--- config.mk ---
export PLATFORM = sky130hd
export DESIGN_NAME = gamma_ctrl
export DESIGN_NICKNAME = d
export VERILOG_FILES = /design/src/rtl/gamma_ctrl.sv
export SDC_FILE = /design/constraint.sdc
export NUM_CORES = 1
export LEC_CHECK = 0
export CAP_MARGIN = 25
export CORE_MARGIN = 2
export CORE_UTILIZATION = 45
export DETAILED_ROUTE_END_ITERATION = 16
export HOLD_SLACK_MARGIN = 0.12
export PLACE_DENSITY = 0.69
export SLEW_MARGIN = 15
export SYNTH_ARGS = -nofsm -noshare
export SYNTH_HDL_FRONTEND = slang
export SYNTH_SLANG_ARGS = --single-unit
--- constraint.sdc ---
create_clock -name aclk -period 4.55 [get_ports aclk]
set_clock_uncertainty 0.2 [all_clocks]
set_input_delay 0.6825 -clock aclk [delete_from_list [all_inputs] [get_ports aclk]]
set_output_delay 0.6825 -clock aclk [all_outputs]
set_load 0.05 [all_outputs]
--- src/rtl/gamma_ctrl.sv ---
// Gamma-cycle controller: latches one set of spike times, replays them as pulses
// over a fixed RUN window, and reports the first cycle the datapath output went high.
module gamma_ctrl #(
    parameter int GAMMA_CYCLE_WIDTH = 16,
    parameter int PULSE_WIDTH       = 8,
    parameter int N_IN              = 4,
    localparam int TW               = $clog2(GAMMA_CYCLE_WIDTH) + 1
) (
    input  logic               aclk,
    input  logic               grst_n,
    input  logic               in_valid,
    output logic               in_ready,
    input  logic [N_IN*TW-1:0] in_time,
    output logic [N_IN-1:0]    spike_out,
    output logic               prim_rst,
    input  logic               net_y,
    output logic               out_valid,
    input  logic               out_ready,
    output logic [TW-1:0]      out_time,
    output logic               out_none
);

    localparam logic [TW-1:0] NO_SPIKE = TW'(GAMMA_CYCLE_WIDTH);
    localparam logic [TW-1:0] LAST_T   = TW'(GAMMA_CYCLE_WIDTH - 1);
    localparam logic [TW:0]   PW       = (TW + 1)'(PULSE_WIDTH);

    typedef enum logic [1:0] {
        IDLE   = 2'd0,
        CLEAR  = 2'd1,
        RUN    = 2'd2,
        REPORT = 2'd3
    } state_t;

    state_t          state_q, state_d;
    logic [TW-1:0]   t_q, t_d;
    logic            cap_q, cap_d;
    logic [TW-1:0]   out_time_q, out_time_d;
    logic            out_none_q, out_none_d;
    logic            prim_rst_q, prim_rst_d;
    logic            in_ready_q, in_ready_d;
    logic            accept;
    logic [TW-1:0]   time_q [N_IN];
    logic [TW-1:0]   time_d [N_IN];

    always_ff @(posedge aclk or negedge grst_n) begin
        if (!grst_n) begin
            state_q    <= IDLE;
            t_q        <= '0;
            cap_q      <= 1'b0;
            out_time_q <= '0;
            out_none_q <= 1'b0;
            prim_rst_q <= 1'b1;
            in_ready_q <= 1'b0;
        end else begin
            state_q    <= state_d;
            t_q        <= t_d;
            cap_q      <= cap_d;
            out_time_q <= out_time_d;
            out_none_q <= out_none_d;
            prim_rst_q <= prim_rst_d;
            in_ready_q <= in_ready_d;
        end
    end

    always_comb begin
        state_d    = state_q;
        t_d        = t_q;
        cap_d      = cap_q;
        out_time_d = out_time_q;
        out_none_d = out_none_q;
        accept     = 1'b0;
        case (state_q)
            IDLE: begin
                if (in_valid && in_ready_q) begin
                    accept  = 1'b1;
                    state_d = CLEAR;
                end
            end
            CLEAR: begin
                t_d     = '0;
                cap_d   = 1'b0;
                state_d = RUN;
            end
            RUN: begin
                t_d = t_q + 1'b1;
                if (net_y && !cap_q) begin
                    cap_d      = 1'b1;
                    out_time_d = t_q;
                end
                // A capture on the last RUN cycle still counts, so decide on cap_d.
                if (t_q == LAST_T) begin
                    state_d    = REPORT;
                    out_none_d = !cap_d;
                    if (!cap_d) begin
                        out_time_d = NO_SPIKE;
                    end
                end
            end
            REPORT: begin
                if (out_ready) begin
                    state_d = IDLE;
                end
            end
            default: state_d = IDLE;
        endcase
        prim_rst_d = (state_d == CLEAR);
        in_ready_d = (state_d == IDLE);
    end

    // One lane per spike line: time latch plus pulse-window compare.
    for (genvar gi = 0; gi < N_IN; gi++) begin : g_lane
        always_comb begin
            time_d[gi] = time_q[gi];
            if (accept) begin
                time_d[gi] = in_time[gi*TW +: TW];
            end
        end

        always_ff @(posedge aclk or negedge grst_n) begin
            if (!grst_n) begin
                time_q[gi] <= NO_SPIKE;
            end else begin
                time_q[gi] <= time_d[gi];
            end
        end

        assign spike_out[gi] = (state_q == RUN)
                             && (time_q[gi] < NO_SPIKE)
                             && (t_q >= time_q[gi])
                             && ({1'b0, t_q} < ({1'b0, time_q[gi]} + PW));
    end

    assign in_ready  = in_ready_q;
    assign prim_rst  = prim_rst_q;
    assign out_valid = (state_q == REPORT);
    assign out_time  = out_time_q;
    assign out_none  = out_none_q;

endmodule
Word level (Yosys, flattened, before mapping) --
Cells that the tools add are included.
Operators by class: add/subtract/negate cells 5, muxes and demuxes 13, $lt $le $gt $ge 12, reductions and logical operators 20, eq/ne operators 5
Operator list (number):
- 5-bit by 4-bit adder with 6-bit output (second input constant) | 4
- 5-bit by 6-bit less-than comparator with 1-bit output | 4
- 5-bit >= comparator | 4
- 5-bit less-than comparator (second input constant) | 4
- 5-bit two-way mux | 3
- 1-bit logical AND | 14
- 5-bit one-hot mux with 2 select lines | 1
- 2-bit one-hot mux with 4 select lines | 1
- 2-bit two-way mux | 3
- 5-bit by 1-bit adder with 5-bit output (second input constant) | 1
- 5-bit by 4-bit equality test with 1-bit output (second input constant) | 1
- 2-bit by 1-bit equality test with 1-bit output (second input constant) | 2
- 2-bit equality test (second input constant) | 2
- 2-bit logical NOT | 2
- 1-bit two-way mux | 4
- 1-bit logical NOT | 2
- 1-bit one-hot mux with 2 select lines | 1
- 2-bit AND reduction | 1
- 2-bit nonzero test | 1
Word-level totals: input port bits 25, logic and storage cells 66, output and inout port bits 13, register bits 36

Depth between registers and ports, before layout --
word-level depth 6, mapped depth 7, gate-level depth less buffers 7

Worst setup path after synthesis --
Ideal clock, no wire load.
path type register -> output, start register time_q[19] (netlist bit), end output spike_out[0], arrival 2.332 ns, slack 1.335 ns, path buffers 0, data required time 3.668 ns, cell stages (with the launch flop) 8, path through dfstp_2 > ha_1 > inv_1 > ha_1 > nor4bb_1 > o21ai_0 > nand3_1 > nor3_1
Between the ends: word-level cells in the longest chain between the ends 4, elaborated cells between the ends (all ways) 7, classes of those cells add/sub (1); order compare (3); reduce/logical (3)
RTL lines:
- start, declared | RTL line 42 | logic [TW-1:0] time_q [N_IN];
- start signal, assigned by index | RTL line 123 | time_q[gi] <= time_d[gi];
- parallel branches: the longest is 3 deep, another holds 5-bit by 4-bit adder with 6-bit output
- 1-bit logical AND * | RTL line 130 | && ({1'b0, t_q} < ({1'b0, time_q[gi]} + PW));
- end, declared | RTL line 14 | output logic [N_IN-1:0] spike_out,
Mark *: on every way between the ends.

Worst setup path in the final report --
start register time_q[9] (netlist bit), end output spike_out[2]
Same word-level chain as after synthesis.

==> qor.yml <==
floorplanning:
  die_h_um: 76.4
  die_w_um: 76.4
  core_um2: 5070
  ios: 38
  core.rowCount: 26
  floorplan.initialDensity_pct: 46.5
  dieArea_um2: 5840
yosys:
  synth.distinct_cells: 34
  synth_top_area_cell: "dfrtp_1"
  post-synth-top-count-cell: "ha_1"
  synth.top_cells.by_count: "ha_1, inv_1, dfrtp_1"
  synth-edff-count: 0
  synth_area_um2: 2360
  synthArstFlopShare_pct: 100
  synth_top_area_share_pct: 32.9
  synth_flop_type: "dfrtp_1"
  synth.avg_cell_area_um2: 10.4
  synthesis.nets: 290
  synth.ff_latch_count: 36
  synth_sequential_area_ratio_pct: 38.4
  post_synth_inst_count: 226
  largest_cells_by_area_after_synthesis: "dfrtp_1, ha_1, mux2_2"
  yosysWarnings: 0
power_and_ir_drop:
  power.ir.vdd_worst_mv: 0.245
  powerDensity_nw_per_um2: 568
  p_sw_share_pct: 40.8
  power.leakage_nw: 1.36
  internal_power_mw: 0.968
  p_sw_mw: 0.666
  comb_power_share_pct: 50.9
  power.share.sequential_pct: 34.6
  share_clk_of_total_power_pct: 14.6
sta:
  achievable-frequency_mhz: 281
  relSlewSlack_pct: 64.5
  setup-tns-final_ns: 0
  max_transition_viols_final: 0
  worst-slew-pin-transition_ns: 0.532
  layout_min_cycle_time_ns: 3.56
  final.period_utilization_pct: 78.2
  worst_hold_slack_ns: 0.278
  finalSetupViolations: 0
  finalHoldViolCount: 0
  rsz_0062_raised_after_global_routing: "false"
layout:
  num-fill-cells: 458
  final_instance_area_um2: 2880
  area.growth.synth_to_final_pct: 21.9
  drive_gt1_share_pct: 15.3
  insertedDiodeCount: 0
  final_core_util_pct: 56.7
  nets: 331
worst_setup_path:
  worst-r2r-setup-slack_ns: 2.46
  worstSetupEndpointType: "output pin"
  cp-start-kind: "flip-flop"
  crit_top_cell: "ha_1"
  timing.critical_path.required_ns: 3.67
  crit_path_top_delay_cell: "clkdlybuf4s50_1"
  cp_slowest_stage_delay_ns: 0.83
  crit_path_max_fanout: 3
  timing.critical_path.cells: "ha_1 -> inv_1 -> ha_1 -> nor4bb_1 -> o21ai_0 -> nand3_1 -> nor3_1 -> clkdlybuf4s50_1"
  worst-setup-path-type: "flip-flop to output pin"
  worst_ep_arrival_time_ns: 2.68
route:
  wl_um: 4440
  vias: 1724
  drtIter0Drc: 91
  number_of_nets_with_antenna_violations_after_detailed_routing: 0
  detail_route.wl_per_cell_um: 13.1
  via_per_inst: 5.10
  firstDrtPassIters: 4
  remaining_drc_errors: 0
global_route:
  groute.layer.met1.usage_pct: 19.4
  wire_length_of_the_first_global_routing_pass_um: 7650
  grt_start_max_net_pins: 37
  grt_util_met3_pct: 3.44
  globalRouteMet2Util_pct: 29.0
  grt-busiest-layer: "met2"
  grt_pass1_vias: 1741
  antenna_found_initial: 0
  grt_usage_pct: 16.5
  globalRoute.totalOverflow: 0
clocking:
  number_of_buffers_between_clock_root_and_the_deepest_sink: 2
  cts_post_setup_buffers_inserted: 0
  clk_latency_ns: 0.29
  clock_tree_from_tritoncts: "done"
  numCtsBuffers: 5
  cts-hold-fix-buffers: 0
  root_buffer: "clkbuf_8"
  clkSinkCount: 36
  cts-htree-levels: 2
  cts_resized: 0
  clk_pin_slew_ns: 0.08
run_status:
  run_status: "completed"
worst_hold_path:
  hp-class: "flip-flop to flip-flop"
placement:
  detailedPlacementHpwl_um: 3240
  io_buffer_count: 37
  placed_area_um2: 2780
  finalWeightedCongestion: 0.840
run:
  timing.max_cap.violations: 0
==> cell families (layout without fill, tap and decap cells) <==
| kind of cell | Yosys count | count (layout) | share of synthesized area, % |
|---|---|---|---|
| AOI/OAI and AO/OA | 43 | 43 | 11.7 |
| adders and majority gates | 39 | 39 | 20.7 |
| buffers and inverters | 36 | 78 | 6.84 |
| DFF | 36 | 36 | 38.4 |
| muxes | 21 | 21 | 9.97 |
| and+or+nand+nor | 51 | 51 | 12.4 |
==> power groups by stage <==
stage                     Clock, mW  Sequential (mW)  Combinational [mW]
after floorplan                   0            0.604               0.603
after global placement            0            0.566               0.812
after detailed placement          0            0.572               0.832
after CTS                     0.243            0.566               0.842
after global routing          0.257            0.585               0.950
final                         0.238            0.565               0.832
==> final cells by class <==
type | instances | area, um^2 | share of cell area, %
multi-input cells | 154 | 1290 | 44.9
flip-flops and latches | 36 | 907 | 31.5
repair buffers | 38 | 378 | 13.1
inverters | 32 | 120 | 4.18
well taps | 70 | 87.6 | 3.04
clock buffers | 6 | 82.6 | 2.87
clock inverters | 2 | 10.0 | 0.348
==> routing by layer <==
metal	part of all wire, %	wire length (um)
met5	0	0
met4	1.5	66
met3	3.1	138
met2	49	2180
met1	46	2050
==> worst max-delay path: cells and delay by family, from the launching register on <==
kind	cells	cell delay, ns
buffers and inverters	2	0.89
flip-flops	1	0.55
AND/OR/NAND/NOR	3	0.41
AO/OA/AOI/OAI	1	0.07
adder cells (fa/ha/maj)	2	0.46
==> cells in the final DEF, fill, tap and decap left out, types with 2 or more instances in the layout <==
master            n
nand3_1          12
nor2b_1           5
clkbuf_8          6
ha_1             39
dfrtp_1          31
a22o_1            4
o21ai_0           8
nand2_1           8
dfstp_2           5
a21oi_1          18
inv_1            32
nor4bb_1          3
mux2_2           20
clkdlybuf4s50_1  37
nor3_1            4
a211oi_1          4
clkinv_2          2
nand3b_1          4
a22o_2            2
nand4_1           5
nor2_1            4
==> through the flow <==
stage          worst slack, ns  power (mW)  std cells
2_1_floorplan             1.34        1.21        226
3_3_place_gp              1.31        1.38        330
3_5_place_dp              1.30        1.40        330
4_1_cts                  0.982        1.65        338
5_1_grt                  0.802        1.79        338
6_report                 0.991        1.63        338
==> state kept, by name, indices dropped and copies added, names as in the netlist <==
name / cells
cap_q: 1
out_none: 1
out_time: 5
prim_rst: 1
in_ready: 1
t_q: 5
state_q: 2
time_q: 20
==> path summary, 6_finish.rpt <==
check / from / cells after the start / to
max: time_q[9] / 8 / spike_out[2]
min: out_none / 2 / out_none
max reg2reg: state_q[0] / 6 / out_time[0]
min reg2reg: out_none / 2 / out_none
max in group asynchronous: grst_n / 2 / time_q[19]
min in group asynchronous: grst_n / 2 / time_q[7]
Note: power is estimated with default switching activity, not from simulation.
